File: config.mk
export PLATFORM = sky130hd
export DESIGN_NAME = cpu_run_ctrl
export DESIGN_NICKNAME = d
export VERILOG_FILES = /design/src/rtl/cpu_run_ctrl.sv
export SDC_FILE = /design/constraint.sdc
export NUM_CORES = 1
export LEC_CHECK = 0
export CORE_MARGIN = 4
export CORE_UTILIZATION = 50
export DETAILED_ROUTE_END_ITERATION = 10
export PLACE_DENSITY = 0.82
export SLEW_MARGIN = 20
export SYNTH_ARGS = -nofsm -noshare
export SYNTH_HDL_FRONTEND = slang
export SYNTH_SLANG_ARGS = --single-unit
File: constraint.sdc
create_clock -name clk -period 2.8 [get_ports clk]
set_input_delay 0.28 -clock clk [delete_from_list [all_inputs] [get_ports clk]]
set_output_delay 0.28 -clock clk [all_outputs]
set_load 0.01 [all_outputs]
File: src/rtl/cpu_run_ctrl.sv
`default_nettype none
// ============================================================================
// Module   : cpu_run_ctrl
// Brief    : Run/halt/step sequencer and instruction-memory loader for the
//            4-bit CPU core, with PC breakpoint and saturating cycle counter.
// Revision : 1.0 - initial release
// ============================================================================
module cpu_run_ctrl #(
    parameter int ADDR_W     = 4,
    parameter int RST_CYCLES = 2
) (
    input  logic              clk,
    input  logic              rst,
    input  logic              cmd_valid,
    output logic              cmd_ready,
    input  logic [2:0]        cmd_op,
    input  logic [7:0]        cmd_data,
    input  logic [ADDR_W-1:0] cpu_pc,
    input  logic              cpu_halted,
    output logic              cpu_en,
    output logic              cpu_rst,
    output logic              imem_we,
    output logic [ADDR_W-1:0] imem_addr,
    output logic [7:0]        imem_wdata,
    output logic [1:0]        state,
    output logic              bp_hit,
    output logic [15:0]       cycle_cnt
);

    localparam logic [1:0] c_ST_HALT   = 2'd0;
    localparam logic [1:0] c_ST_RUN    = 2'd1;
    localparam logic [1:0] c_ST_STEP   = 2'd2;
    localparam logic [1:0] c_ST_CPURST = 2'd3;

    localparam logic [2:0] c_OP_SET_ADDR  = 3'd1;
    localparam logic [2:0] c_OP_WRITE     = 3'd2;
    localparam logic [2:0] c_OP_RUN       = 3'd3;
    localparam logic [2:0] c_OP_STEP      = 3'd4;
    localparam logic [2:0] c_OP_HALT      = 3'd5;
    localparam logic [2:0] c_OP_SET_BP    = 3'd6;
    localparam logic [2:0] c_OP_RESET_CPU = 3'd7;

    localparam int              c_RC_W     = (RST_CYCLES > 1) ? $clog2(RST_CYCLES) : 1;
    localparam logic [c_RC_W-1:0] c_RST_LAST = c_RC_W'(RST_CYCLES - 1);

    logic [1:0]        r_state;
    logic [1:0]        w_next_state;
    logic              r_cpu_rst;
    logic              r_imem_we;
    logic [ADDR_W-1:0] r_imem_addr;
    logic [7:0]        r_imem_wdata;
    logic              r_bp_hit;
    logic [15:0]       r_cycle_cnt;
    logic              r_bp_en;
    logic [ADDR_W-1:0] r_bp_addr;
    logic [ADDR_W-1:0] r_ptr;
    logic              r_skip;
    logic [c_RC_W-1:0] r_rst_cnt;

    logic              w_cmd_ready;
    logic              w_accept;
    logic              w_cmd_stop;
    logic              w_bp_match;
    logic              w_cpu_en;

    assign w_cmd_ready = (r_state == c_ST_HALT) || (r_state == c_ST_RUN);
    assign w_accept    = cmd_valid && w_cmd_ready;
    assign w_cmd_stop  = w_accept && ((cmd_op == c_OP_HALT) || (cmd_op == c_OP_RESET_CPU));
    // The skip flag lets a RUN issued while parked on the breakpoint PC get past it.
    assign w_bp_match  = r_bp_en && (cpu_pc == r_bp_addr) && !r_skip;

    // State register
    always_ff @(posedge clk) begin
        if (rst) begin
            r_state <= c_ST_CPURST;
        end else begin
            r_state <= w_next_state;
        end
    end

    // Next-state logic; core stop conditions outrank host commands in RUN
    always_comb begin
        w_next_state = r_state;
        case (r_state)
            c_ST_HALT: begin
                if (w_accept) begin
                    case (cmd_op)
                        c_OP_RUN:       w_next_state = c_ST_RUN;
                        c_OP_STEP:      w_next_state = c_ST_STEP;
                        c_OP_RESET_CPU: w_next_state = c_ST_CPURST;
                        default:        w_next_state = c_ST_HALT;
                    endcase
                end
            end
            c_ST_RUN: begin
                if (cpu_halted || w_bp_match) begin
                    w_next_state = c_ST_HALT;
                end else if (w_accept && (cmd_op == c_OP_HALT)) begin
                    w_next_state = c_ST_HALT;
                end else if (w_accept && (cmd_op == c_OP_RESET_CPU)) begin
                    w_next_state = c_ST_CPURST;
                end
            end
            c_ST_STEP: begin
                w_next_state = c_ST_HALT;
            end
            default: begin
                if (r_rst_cnt == c_RST_LAST) begin
                    w_next_state = c_ST_HALT;
                end
            end
        endcase
    end

    // Output logic
    always_comb begin
        w_cpu_en = 1'b0;
        case (r_state)
            c_ST_RUN:  w_cpu_en = !cpu_halted && !w_bp_match && !w_cmd_stop;
            c_ST_STEP: w_cpu_en = !cpu_halted;
            default:   w_cpu_en = 1'b0;
        endcase
    end

    always_ff @(posedge clk) begin
        if (rst) begin
            r_cpu_rst    <= 1'b1;
            r_rst_cnt    <= '0;
            r_cycle_cnt  <= 16'd0;
            r_imem_we    <= 1'b0;
            r_imem_addr  <= '0;
            r_imem_wdata <= 8'd0;
            r_ptr        <= '0;
            r_bp_en      <= 1'b0;
            r_bp_addr    <= '0;
            r_bp_hit     <= 1'b0;
            r_skip       <= 1'b0;
        end else begin
            r_cpu_rst <= (w_next_state == c_ST_CPURST);
            r_imem_we <= 1'b0;

            if ((r_state == c_ST_CPURST) && (w_next_state == c_ST_CPURST)) begin
                r_rst_cnt <= r_rst_cnt + c_RC_W'(1);
            end else begin
                r_rst_cnt <= '0;
            end

            if ((w_next_state == c_ST_CPURST) && (r_state != c_ST_CPURST)) begin
                r_cycle_cnt <= 16'd0;
            end else if (w_cpu_en && (r_cycle_cnt != 16'hFFFF)) begin
                r_cycle_cnt <= r_cycle_cnt + 16'd1;
            end

            if ((r_state == c_ST_HALT) && w_accept) begin
                case (cmd_op)
                    c_OP_SET_ADDR: r_ptr <= cmd_data[ADDR_W-1:0];
                    c_OP_WRITE: begin
                        r_imem_we    <= 1'b1;
                        r_imem_addr  <= r_ptr;
                        r_imem_wdata <= cmd_data;
                        r_ptr        <= r_ptr + ADDR_W'(1);
                    end
                    c_OP_SET_BP: begin
                        r_bp_addr <= cmd_data[ADDR_W-1:0];
                        r_bp_en   <= cmd_data[7];
                    end
                    c_OP_RUN: begin
                        r_skip   <= 1'b1;
                        r_bp_hit <= 1'b0;
                    end
                    c_OP_STEP: r_bp_hit <= 1'b0;
                    default: ;
                endcase
            end

            if (r_state == c_ST_RUN) begin
                r_skip <= 1'b0;
                if (w_bp_match) begin
                    r_bp_hit <= 1'b1;
                end
            end
        end
    end

    assign cmd_ready  = w_cmd_ready;
    assign cpu_en     = w_cpu_en;
    assign cpu_rst    = r_cpu_rst;
    assign imem_we    = r_imem_we;
    assign imem_addr  = r_imem_addr;
    assign imem_wdata = r_imem_wdata;
    assign state      = r_state;
    assign bp_hit     = r_bp_hit;
    assign cycle_cnt  = r_cycle_cnt;

endmodule
`default_nettype wire

==> results.cfg <==
[outcome]
outcome = completed

[yosys]
synth_seq_cells = 44
synth_edf_count = 0
synthFlopType = dfxtp_1
syn_area_sq_mm = 0.00234
yosysUniqueCellTypes = 51
avgSynthCellArea_sq_um = 8.91
synthCells = 263
yosysWarnings = 0
synth_seq_area_share_pct = 37.6
async_flop_share_pct = 0
syn_nets = 288

[power]
cellLeakagePower_uw = 0.00105
switching_power_uw = 593
switching_share_pct = 32.7
pwr_density_cell_mw_per_mm2 = 599
p_clk_share_pct = 28.3
seq_power_share_pct = 38.2
combPwrFrac_pct = 33.5
power.internal_uw = 1220
irDropWorstVdd_mv = 0.278

[worst_hold_path]
whs_path_depth = 2
min_path_type = flop to flop
worstHoldStart = imem_wdata[5]

[detailed_routing]
drt_iter0_drc = 132
wl_um = 5510
via_count = 2157
drtPass1Iterations = 4
ant_nets = 0
drc = 0
routedWlPerCell_um = 15.0
avgViaCountPerCell = 5.89

[grt]
grt_pass1_wl_um = 9650
antenna_found_initial = 0
grt_remaining_overflow = 0
grt_pass1_vias = 2038
grt_max_degree = 29
grt_usage_pct = 19.7

[final_layout]
antenna_cells = 0
drive_above_1_share_pct = 10.5
nFillCells = 395
nets = 338
syn2layout_area_growth_pct = 28.9

[clocking]
post_cts_buffers = 0
cts_tree = built
numCtsBuffers = 5
clock_sinks = 44
hold_buffers = 0
htree_num_levels = 2
root_buffer = clkbuf_8
clock_path_buffers = 2
cts_resized = 0
clk_pin_slew_ns = 0.08
clk_latency_ns = 0.30

[timing]
finalClockSkew_ns = 0.00907
finalCritPeriodShare_pct = 90.2
slew_violations = 0
fmax_ghz = 0.396
setup_ws_ns = 0.276
relSlewSlack_pct = 47.2
finalSetupViolCount = 0
rsz0062_at_grt = false
worst_pin_slew_ns = 0.792
tns_ns = 0
hold_viol_final = 0
min_period_ns = 2.52

[critical_path]
worstSetupStartpoint = state[0]
crit_path_end_kind = primary output
cp.required_ns = 2.52
cp-start-kind = flop
r2r_slack_ns = 0.45
critPathMaxFanout = 6
regToRegStartpoint = state[0]
r2r_cells = 6
critPathKind = flop to primary output
arrival_ns = 2.24

[placed_design]
dp_worst_setup_slack_ns = 0.328
place_hpwl_um = 3940
numPortBuffers = 53
gp_congestion = 0.839

[die]
coreArea_sq_mm = 0.00444
dieWidth_um = 76.5
rows = 24
io_pins = 54
die_area_sq_mm = 0.00585
die_h_um = 76.5
initial_core_util_pct = 52.7

[flow_run]
maxCapViolCount = 0
==> power by group through the flow <==
| stage | clock [uW] | sequential (uW) | combinational [uW] |
|---|---|---|---|
| 2_1_floorplan | 0 | 724 | 363 |
| 3_3_place_gp | 0 | 707 | 578 |
| 3_5_place_dp | 0 | 708 | 597 |
| 4_1_cts | 525 | 693 | 601 |
| 5_1_grt | 551 | 700 | 660 |
| 6_report | 512 | 692 | 606 |
==> sequential cells by signal, summed over array words and instances, names as in the netlist <==
register    cells
bp_hit          1
r_ptr           4
r_bp_addr       4
cycle_cnt      16
r_bp_en         1
imem_addr       4
r_rst_cnt       1
cpu_rst         1
imem_wdata      8
r_skip          1
state           2
imem_we         1
==> synth_stat cells, types with 4 or more instances <==
library cell  count  area (sq um)
o31ai_1          13          97.6
a22oi_1          16           120
buf_2             6          30.0
o21ai_0           6          30.0
nor3_1            4          20.0
clkbuf_1          6          22.5
nor2_1           18          67.6
inv_1             6          22.5
or4_1            12          90.1
and3_4            4          45.0
nand2_1          33           124
a31oi_1           4          25.0
nand4_1           4          25.0
a21oi_1          15          75.1
mux2i_1           7          70.1
dfxtp_1          44           881
nand3_1           9          45.0
ha_1              6          75.1
==> final timing paths <==
kind | end
setup / recovery | cpu_en
hold / removal | imem_wdata[5]
hold reg to reg | imem_wdata[5]
setup reg to reg | cycle_cnt[14]
==> per-stage QoR <==
stage / hold WS [ns] / utilization, % / std cells / cell area (sq um) / power [uW]
after global placement: 0.442 / 65.0 / 358 / 2890 / 1290
final: 0.455 / 68.0 / 366 / 3020 / 1810
after detailed placement: 0.447 / 65.2 / 358 / 2900 / 1300
after CTS: 0.459 / 68.0 / 366 / 3020 / 1820
after global routing: 0.477 / 68.0 / 366 / 3020 / 1910
after floorplan: 0.416 / - / 263 / 2340 / 1090
==> cell usage in the layout, fill, tap and decap left out, drive strengths merged, types with 2 or more instances in the layout <==
cell type | synthesis | final
o41ai | 3 | 3
clkbuf | 6 | 6
nand3 | 10 | 10
or2 | 2 | 2
o21a | 3 | 3
nand2b | 2 | 2
buf | 10 | 6
a21oi | 15 | 15
and3 | 7 | 7
a22oi | 17 | 17
nor3 | 4 | 4
o31ai | 16 | 16
ha | 6 | 6
inv | 6 | 6
mux2i | 7 | 7
or4 | 13 | 13
dfxtp | 44 | 44
a31oi | 4 | 4
nor3b | 6 | 6
xor2 | 2 | 2
nor2b | 2 | 2
clkdlybuf4s50 | 0 | 53
nand4 | 4 | 4
xnor2 | 3 | 3
o21ai | 6 | 6
nor2 | 18 | 18
nand2 | 33 | 33
==> critical path, stage by stage, from the launching register on <==
cell and delay, ns:
dfxtp_1 0.43, inv_1 0.12, ha_1 0.32, and3b_1 0.20, a41o_1 0.24, o41ai_4 0.07
inv_1 0.07, clkdlybuf4s50_1 0.49
==> layout make-up <==
| class | count | area, sq um | area share, % |
|---|---|---|---|
| sequential | 44 | 881 | 29.2 |
| timing repair buffer | 59 | 576 | 19.1 |
| clock inverter | 2 | 38.8 | 1.28 |
| tap | 52 | 65.1 | 2.15 |
| clock buffer | 6 | 82.6 | 2.73 |
| inverter | 6 | 22.5 | 0.746 |
| multi-input combinational | 197 | 1360 | 44.9 |
==> cells by family (layout without fill, tap and decap cells) <==
kind of cell	after synthesis	count (layout)	synth area share [%]
xor+xnor	5	5	2.19
simple gates	108	108	26.2
buf+inv	22	73	4.97
compound gates	71	71	22.9
flops	44	44	37.6
fa+ha+maj	6	6	3.20
mux	7	7	2.99
==> layer usage <==
layer	global-route usage, %	part of all wire [%]	vias to the layer above
met3	5.44	4.5	10
met2	32.3	49	53
met5	0	0	-
met1	24.7	45	1016
met4	6.52	1.7	0
li1	-	-	1078
Note: power is estimated with default switching activity, not from simulation.
